File: src/rtl/reset_release_monitor_if.sv
// ---------------------------------------------------------------------------
// reset_release_monitor_if
//   Groups the monitored-reset input, the clear strobe and the status outputs
//   of reset_release_monitor into one bundle.
//
//   Handshake: there is no valid/ready pair. MON_RST_N and CLR are level
//   inputs sampled on every rising CLK edge. Every status output is a
//   registered level or a one-cycle pulse that is valid right after that edge.
//
//   Signals
//     MON_RST_N     master -> slave  monitored reset, active-low, sync to CLK
//     CLR           master -> slave  synchronous clear of SHORT_ERR/ASSERT_COUNT
//     IN_RESET      slave -> master  1 while held in reset or settling
//     ASSERT_PULSE  slave -> master  one-cycle pulse on a new assertion
//     RELEASE_PULSE slave -> master  one-cycle pulse when release is declared
//     SHORT_ERR     slave -> master  sticky short-assertion flag
//     ASSERT_COUNT  slave -> master  saturating assertion event count
//     STATE_DBG     slave -> master  FSM state: 0=RUN, 1=ASSERTED, 2=SETTLE
// ---------------------------------------------------------------------------
interface reset_release_monitor_if #(
    parameter int CNTW = 8
);
    logic            MON_RST_N;
    logic            CLR;
    logic            IN_RESET;
    logic            ASSERT_PULSE;
    logic            RELEASE_PULSE;
    logic            SHORT_ERR;
    logic [CNTW-1:0] ASSERT_COUNT;
    logic [1:0]      STATE_DBG;

    modport master (
        output MON_RST_N,
        output CLR,
        input  IN_RESET,
        input  ASSERT_PULSE,
        input  RELEASE_PULSE,
        input  SHORT_ERR,
        input  ASSERT_COUNT,
        input  STATE_DBG
    );

    modport slave (
        input  MON_RST_N,
        input  CLR,
        output IN_RESET,
        output ASSERT_PULSE,
        output RELEASE_PULSE,
        output SHORT_ERR,
        output ASSERT_COUNT,
        output STATE_DBG
    );
endinterface

File: src/rtl/reset_release_monitor.sv
// ---------------------------------------------------------------------------
// reset_release_monitor
//   Consumer-side watcher for a generated reset that is already synchronous
//   to CLK. Reports assertion (ASSERT_PULSE, counted in ASSERT_COUNT) and
//   release (RELEASE_PULSE) of the monitored reset. Release is declared only
//   after SETTLE consecutive deasserted samples. An assertion shorter than
//   MIN_ASSERT cycles sets the sticky SHORT_ERR.
//
//   Ports
//     CLK    clock, all logic on posedge
//     RST_N  asynchronous active-low reset of this block
//     bus    reset_release_monitor_if.slave (MON_RST_N, CLR in; status out)
// ---------------------------------------------------------------------------
module reset_release_monitor #(
    parameter int MIN_ASSERT = 2,
    parameter int SETTLE     = 4,
    parameter int CNTW       = 8
) (
    input  logic                          CLK,
    input  logic                          RST_N,
    reset_release_monitor_if.slave        bus
);
    localparam int LENW = $clog2(MIN_ASSERT + 1);
    localparam int SCW  = $clog2(SETTLE + 1);

    localparam logic [LENW-1:0] LEN_MAX   = LENW'(MIN_ASSERT);
    localparam logic [SCW-1:0]  SCNT_LAST = SCW'(SETTLE);
    localparam logic [CNTW-1:0] CNT_MAX   = '1;

    typedef enum logic [1:0] {
        ST_RUN      = 2'd0,
        ST_ASSERTED = 2'd1,
        ST_SETTLE   = 2'd2
    } state_t;

    state_t          state_q,         state_d;
    logic [LENW-1:0] len_q,           len_d;
    logic [SCW-1:0]  scnt_q,          scnt_d;
    logic            in_reset_q,      in_reset_d;
    logic            assert_pulse_q,  assert_pulse_d;
    logic            release_pulse_q, release_pulse_d;
    logic            short_err_q,     short_err_d;
    logic [CNTW-1:0] assert_count_q,  assert_count_d;

    logic            short_set;
    logic            count_inc;
    logic [SCW-1:0]  scnt_inc;

    assign scnt_inc = scnt_q + SCW'(1);

    always_comb begin
        state_d         = state_q;
        len_d           = len_q;
        scnt_d          = scnt_q;
        in_reset_d      = in_reset_q;
        assert_pulse_d  = 1'b0;
        release_pulse_d = 1'b0;
        short_set       = 1'b0;
        count_inc       = 1'b0;

        case (state_q)
            ST_RUN: begin
                if (!bus.MON_RST_N) begin
                    state_d        = ST_ASSERTED;
                    in_reset_d     = 1'b1;
                    assert_pulse_d = 1'b1;
                    count_inc      = 1'b1;
                    len_d          = LENW'(1);
                end
            end
            ST_ASSERTED: begin
                if (!bus.MON_RST_N) begin
                    len_d = (len_q == LEN_MAX) ? len_q : len_q + LENW'(1);
                end else begin
                    short_set = (len_q < LEN_MAX);
                    if (SETTLE == 1) begin
                        state_d         = ST_RUN;
                        release_pulse_d = 1'b1;
                        in_reset_d      = 1'b0;
                    end else begin
                        state_d = ST_SETTLE;
                        scnt_d  = SCW'(1);
                    end
                end
            end
            ST_SETTLE: begin
                if (bus.MON_RST_N) begin
                    if (scnt_inc == SCNT_LAST) begin
                        state_d         = ST_RUN;
                        release_pulse_d = 1'b1;
                        in_reset_d      = 1'b0;
                        scnt_d          = '0;
                    end else begin
                        scnt_d = scnt_inc;
                    end
                end else begin
                    // Glitch while settling: back to ASSERTED without a new
                    // event; the re-entry length is measured afresh.
                    state_d = ST_ASSERTED;
                    len_d   = LENW'(1);
                    scnt_d  = '0;
                end
            end
            default: begin
                state_d    = ST_ASSERTED;
                in_reset_d = 1'b1;
            end
        endcase

        // A set event in the same cycle as CLR wins over the clear.
        if (short_set) begin
            short_err_d = 1'b1;
        end else if (bus.CLR) begin
            short_err_d = 1'b0;
        end else begin
            short_err_d = short_err_q;
        end

        if (count_inc) begin
            if (bus.CLR) begin
                assert_count_d = CNTW'(1);
            end else begin
                assert_count_d = (assert_count_q == CNT_MAX) ? assert_count_q
                                                             : assert_count_q + CNTW'(1);
            end
        end else if (bus.CLR) begin
            assert_count_d = '0;
        end else begin
            assert_count_d = assert_count_q;
        end
    end

    // Length counter preset to MIN_ASSERT so leaving the power-up reset never
    // counts as a short assertion.
    always_ff @(posedge CLK or negedge RST_N) begin
        if (!RST_N) begin
            state_q         <= ST_ASSERTED;
            len_q           <= LEN_MAX;
            scnt_q          <= '0;
            in_reset_q      <= 1'b1;
            assert_pulse_q  <= 1'b0;
            release_pulse_q <= 1'b0;
            short_err_q     <= 1'b0;
            assert_count_q  <= '0;
        end else begin
            state_q         <= state_d;
            len_q           <= len_d;
            scnt_q          <= scnt_d;
            in_reset_q      <= in_reset_d;
            assert_pulse_q  <= assert_pulse_d;
            release_pulse_q <= release_pulse_d;
            short_err_q     <= short_err_d;
            assert_count_q  <= assert_count_d;
        end
    end

    assign bus.IN_RESET      = in_reset_q;
    assign bus.ASSERT_PULSE  = assert_pulse_q;
    assign bus.RELEASE_PULSE = release_pulse_q;
    assign bus.SHORT_ERR     = short_err_q;
    assign bus.ASSERT_COUNT  = assert_count_q;
    assign bus.STATE_DBG     = state_q;
endmodule

File: src/flat_wrapper.sv
// flat-port wrapper written by rule: the top's interface ports become plain ports
module reset_release_monitor_flat 
#(
    parameter int MIN_ASSERT = 2,
    parameter int SETTLE     = 4,
    parameter int CNTW       = 8
)
  (CLK, RST_N, bus_MON_RST_N, bus_CLR, bus_IN_RESET, bus_ASSERT_PULSE, bus_RELEASE_PULSE, bus_SHORT_ERR, bus_ASSERT_COUNT, bus_STATE_DBG);
  reset_release_monitor_if #(.CNTW(CNTW)) bus_i ();
  input  logic CLK;
  input  logic RST_N;
  input wire logic [$bits(bus_i.MON_RST_N)-1:0] bus_MON_RST_N;
  input wire logic [$bits(bus_i.CLR)-1:0] bus_CLR;
  output wire logic [$bits(bus_i.IN_RESET)-1:0] bus_IN_RESET;
  output wire logic [$bits(bus_i.ASSERT_PULSE)-1:0] bus_ASSERT_PULSE;
  output wire logic [$bits(bus_i.RELEASE_PULSE)-1:0] bus_RELEASE_PULSE;
  output wire logic [$bits(bus_i.SHORT_ERR)-1:0] bus_SHORT_ERR;
  output wire logic [$bits(bus_i.ASSERT_COUNT)-1:0] bus_ASSERT_COUNT;
  output wire logic [$bits(bus_i.STATE_DBG)-1:0] bus_STATE_DBG;
  assign bus_i.MON_RST_N = bus_MON_RST_N;
  assign bus_i.CLR = bus_CLR;
  assign bus_IN_RESET = bus_i.IN_RESET;
  assign bus_ASSERT_PULSE = bus_i.ASSERT_PULSE;
  assign bus_RELEASE_PULSE = bus_i.RELEASE_PULSE;
  assign bus_SHORT_ERR = bus_i.SHORT_ERR;
  assign bus_ASSERT_COUNT = bus_i.ASSERT_COUNT;
  assign bus_STATE_DBG = bus_i.STATE_DBG;
  reset_release_monitor #(.MIN_ASSERT(MIN_ASSERT), .SETTLE(SETTLE), .CNTW(CNTW)) u_core (.CLK(CLK), .RST_N(RST_N), .bus(bus_i));
endmodule
File: config.mk
export PLATFORM = sky130hd
export DESIGN_NAME = reset_release_monitor_flat
export DESIGN_NICKNAME = d
export VERILOG_FILES = /design/src/rtl/reset_release_monitor_if.sv /design/src/rtl/reset_release_monitor.sv /design/src/flat_wrapper.sv
export SDC_FILE = /design/constraint.sdc
export NUM_CORES = 1
export LEC_CHECK = 0
export CAP_MARGIN = 20
export CORE_MARGIN = 4
export CORE_UTILIZATION = 50
export CTS_CLUSTER_SIZE = 40
export DETAILED_ROUTE_END_ITERATION = 16
export HOLD_SLACK_MARGIN = 0.03
export PLACE_DENSITY = 0.84
export SYNTH_ARGS = -nofsm -noshare
export SYNTH_HDL_FRONTEND = slang
export SYNTH_SLANG_ARGS = --single-unit
File: constraint.sdc
create_clock -name CLK -period 2.3 [get_ports CLK]
set_input_delay 0.69 -clock CLK [delete_from_list [all_inputs] [get_ports CLK]]
set_output_delay 0.69 -clock CLK [all_outputs]
set_load 0.005 [all_outputs]
* After elaboration in Yosys (flattened, before gate mapping)
Cells that the tools add are included.
** Cells by class
- $lt $le $gt $ge :: 1
- Muxes and demuxes :: 29
- Shift-type cells :: 0
- Reduce and logical (&&, ||, !) cells :: 11
- Divide/modulo/power cells :: 0
- Eq/ne operators :: 14
- Bitwise gates (word level) :: 1
- $mul :: 0
- $add $sub $neg :: 3
** Operators by type and width (number)
- 8-bit 2-to-1 mux :: 4
- 2-bit != test (second input constant) :: 7
- 1-bit 2-to-1 mux :: 12
- 2-bit 2-to-1 mux :: 6
- 3-bit 2-to-1 mux :: 3
- 8-bit by 1-bit adder with 8-bit output (second input constant) :: 1
- 8-bit equality test (second input constant) :: 1
- 4-bit AND reduction :: 2
- 2-bit nonzero test :: 4
- 2-bit one-hot mux with 3 select lines :: 1
- 3-bit one-hot mux with 2 select lines :: 1
- 2-bit equality test (second input constant) :: 2
- 2-bit one-hot mux with 2 select lines :: 1
- 2-bit AND reduction :: 2
- 3-bit by 1-bit adder with 3-bit output (second input constant) :: 1
- 3-bit equality test (second input constant) :: 1
- 3-bit by 2-bit != test with 1-bit output (second input constant) :: 1
- 1-bit one-hot mux with 3 select lines :: 1
- 3-bit AND reduction :: 1
- 2-bit by 1-bit adder with 2-bit output (second input constant) :: 1
- 2-bit by 1-bit equality test with 1-bit output (second input constant) :: 1
- 2-bit zero test :: 1
- 2-bit less-than comparator (second input constant) :: 1
- 2-bit by 1-bit != test with 1-bit output (second input constant) :: 1
- other kinds (2) :: 2
** Word-level totals
- Memories :: 0
- Bits in registers :: 19
- Input bits :: 4
- Logic and storage cells :: 67
- Bits in writable memories :: 0
- Output and inout bits :: 14
- Latch bits :: 0
- Bits in read-only memories :: 0

* Longest topological paths before layout
- Word-level depth :: 5
- Depth in mapped cells :: 6
- Gate-level depth less buffers :: 5

* Least setup slack after synthesis
Ideal clock, no wire load.
- Path kind :: input -> register
- Start point :: input port bus_MON_RST_N
- End point :: register u_core.assert_count_q[5], in the netlist u_core.bus.ASSERT_COUNT[5]
- Library setup time :: 78 ps
- Data arrival time :: 1890 ps
- Setup slack :: 332 ps
- Path buffers :: 1
- Required time :: 2222 ps
- Cell stages on the path :: 6
- Path through :: buf_6 or3_4 clkinv_4 o21ai_2 or4_1 a21oi_1
** Between the ends
- Longest elaborated chain between the ends :: 4
- Elaborated cells on any way between the ends :: 5
- Classes of those cells :: 3 x mux; 2 x reduce/logical
** RTL lines
- start, declared :: line flat_wrapper.sv:12 : input wire logic [$bits(bus_i.MON_RST_N)-1:0] bus_MON_RST_N;
- 1-bit 2-to-1 mux * (2 in a row)
- named net u_core.assert_pulse_d :: line reset_release_monitor.sv:40 : logic assert_pulse_q, assert_pulse_d;
- 2-bit nonzero test (no line)
- 2-bit AND reduction (no line)
- end signal, assigned :: line reset_release_monitor.sv:153 : assert_count_q <= assert_count_d;
- end, declared :: line reset_release_monitor.sv:43 : logic [CNTW-1:0] assert_count_q, assert_count_d;
The timed path passes the listed nets; every way through them passes the cells marked *.
A chain may end at the register's enable or synchronous reset.

* Worst setup path in the final report
- Start point :: register u_core.state_q[1], in the netlist u_core.bus.STATE_DBG[1]
- End point :: output port bus_STATE_DBG[1]
** RTL lines
- start, declared :: line reset_release_monitor.sv:36 : state_t state_q, state_d;
- start signal, assigned :: line reset_release_monitor.sv:146 : state_q <= state_d;
- end, declared :: line flat_wrapper.sv:19 : output wire logic [$bits(bus_i.STATE_DBG)-1:0] bus_STATE_DBG;
No word-level cell between the ends.

==> impl_metrics.json <==
{
  "numCtsBuffers": 3,
  "drv_cap": 0,
  "ys_types": 35,
  "start_util": 0.551,
  "crit_family": "flip-flops",
  "p_leak_nw": 0.559,
  "arrival_ns": 1.49,
  "grt_antenna_before_repair": 0,
  "slew_viol_final": 0,
  "nets": 135,
  "ctsResizeCount": 0,
  "ys_ff_latch": 19,
  "layout_common_cells": "17 x clkdlybuf4s50_1, 16 x dfrtp_1, 9 x nand2_1, 9 x a21oi_1, 8 x nor2_1",
  "cts.clk_slew.worst_paths_ns": 0.11,
  "first_iter_violations": 15,
  "status": "complete, no violations",
  "hold_buffers": 0,
  "n_antenna_cell": 0,
  "worst_pin_slew_ns": 0.412,
  "synth-edff-count": 0,
  "syn2layout_area_growth_pct": 25.1,
  "ir_drop_mv": 0.514,
  "endpoint_kind": "output port",
  "wl_um": 2010,
  "postCtsSetupRepairBufs": 0,
  "ys_warn_count": 0,
  "slowest_delay_ns": 0.61,
  "track_usage": 0.178,
  "final.fill_count": 153,
  "syn_nets": 111,
  "wire_per_inst_um": 13.3,
  "r2r_cells": 5,
  "cts_tree": "yes",
  "fin_tns_setup_ns": 0,
  "cts_sinks": 19,
  "io_pins": 18,
  "yosys.area.top_type": "dfrtp_1",
  "num_rows": 15,
  "drive_gt1_frac": 0.135,
  "via_per_inst": 5.65,
  "rsz0062_at_grt": "false",
  "layout_commonest_cell": "clkdlybuf4s50_1",
  "post-dp-hpwl_um": 1580,
  "crit_start": "u_core.bus.STATE_DBG[1]",
  "place_congestion": 0.886,
  "synthArstFlopShare": 1.00,
  "min_path_type": "register to register",
  "cp.required_ns": 1.61,
  "synth_top_cell_area_share": 0.400,
  "worstPathCellList": "clkdlybuf4s50_1",
  "die_w_um": 52.8,
  "die_h_um": 52.8,
  "cts_root_buf": "clkbuf_4",
  "relSlewSlack": 0.725,
  "synth.area.top_cells": "dfrtp_1 40%, dfstp_2 7.9%, ha_1 5.0%",
  "cp_num_buf_inv": 1,
  "critPathMaxFanout": 15,
  "setup_viol": 0,
  "period_minus_slack_ns": 2.18,
  "htreeDepth": 1,
  "final_cell_count_no_fill": 151,
  "final_hold_viol_count": 0,
  "hold_ws_ns": 0.481,
  "finalCritPeriodShare": 0.949,
  "portBuffers": 17,
  "vias": 853,
  "finalPower_mw": 0.752,
  "core-area_sq_um": 1820,
  "fmax_mhz": 458,
  "final.setup_skew_ns": 0.00335,
  "grt-ovfl-total": 0,
  "ant_nets": 0,
  "drtPass1Iterations": 4,
  "worstSetupStartpointType": "register",
  "syn_inst": 103,
  "worstSkewPairLatency_ns": 0.30,
  "dieArea_sq_um": 2780,
  "drc": 0,
  "avgSynthCellArea_sq_um": 9.73,
  "hold_start": "u_core.len_q[0]",
  "worst_path_max_delay_cell": "dfrtp_1",
  "p_per_area_nw_per_um2": 600,
  "hold_end": "u_core.len_q[0]",
  "ys_seq_area_frac": 0.478,
  "cts.path.max_buffers": 2,
  "r2r_start": "u_core.bus.STATE_DBG[1]",
  "finish.utilization": 0.689,
  "grt_pass1_wl_um": 3600,
  "syn_area_sq_um": 1000,
  "ff2ff_setup_slack_ns": 0.52,
  "dp_cells": 147,
  "critical_path.reg2reg.endpoint": "u_core.bus.ASSERT_COUNT[5]",
  "grt_max_degree": 20,
  "crit_type": "register to output port",
  "grt_pass1_vias": 803,
  "ys.flop_type": "dfrtp_1",
  "path_depth": 1,
  "holdPathStages": 1
}
-- cells in the mapped netlist, drive strengths merged, types with 2 or more instances --
master	count
a21oi	9
a22o	2
and3	2
clkbuf	3
dfrtp	16
dfstp	3
ha	4
inv	6
nand2	9
nand3	4
nor2	8
nor3	3
o211ai	2
o21ai	8
o31ai	3
or4	2
xor2	3
-- through the flow --
step                      area, sq um  setup slack, ns
after detailed placement         1230          0.00673
after floorplan                  1000            0.332
after global routing             1250           0.0446
after global placement           1230           0.0382
final                            1250            0.118
after CTS                        1250            0.114
-- area by class of cell --
class                   count  area [sq um]  area share
flip-flops and latches     19           479       0.382
multi-input cells          73           469       0.374
repair buffers             23           215       0.172
inverters                   7          31.3      0.0250
well taps                  25          31.3      0.0250
clock buffers               3          22.5      0.0180
clock inverters             1          5.00     0.00399
-- report_power, final --
part	internal (mW)	total, mW	switching, mW
Combinational	0.0878	0.159	0.0713
Clock	0.0649	0.173	0.108
Sequential	0.377	0.420	0.0438
-- registers in the layout (all words and copies together), names as in the netlist --
signal,flops
u_core.bus.SHORT_ERR,1
u_core.scnt_q,3
u_core.bus.STATE_DBG,2
u_core.bus.IN_RESET,1
u_core.len_q,2
u_core.bus.RELEASE_PULSE,1
u_core.bus.ASSERT_PULSE,1
u_core.bus.ASSERT_COUNT,8
-- logic make-up after synthesis --
| kind of cell | share of synthesized area |
|---|---|
| adders and majority gates | 0.0499 |
| xor gates and xnor gates | 0.0350 |
| DFF | 0.478 |
| AOI/OAI and AO/OA | 0.189 |
| muxes | 0.00999 |
| buffers and inverters | 0.0537 |
| and+or+nand+nor | 0.185 |
-- layer usage --
layer  GRT usage  vias up  share of wire
li1            -      418              -
met1       0.227      413           0.46
met2       0.285       16           0.49
met3      0.0256        6          0.023
met4      0.0979        0          0.025
met5           0        -              0
-- worst max path at each step --
stage	endpoint	slack (ns)
after global routing	bus_STATE_DBG[1]	0.04
after floorplan	u_core.bus.ASSERT_COUNT[5]	0.33
after detailed placement	u_core.bus.ASSERT_COUNT[5]	0.007
final	bus_STATE_DBG[1]	0.12
after global placement	u_core.bus.ASSERT_COUNT[5]	0.04
after CTS	bus_STATE_DBG[1]	0.11
Power figures use the tool's default switching activity.
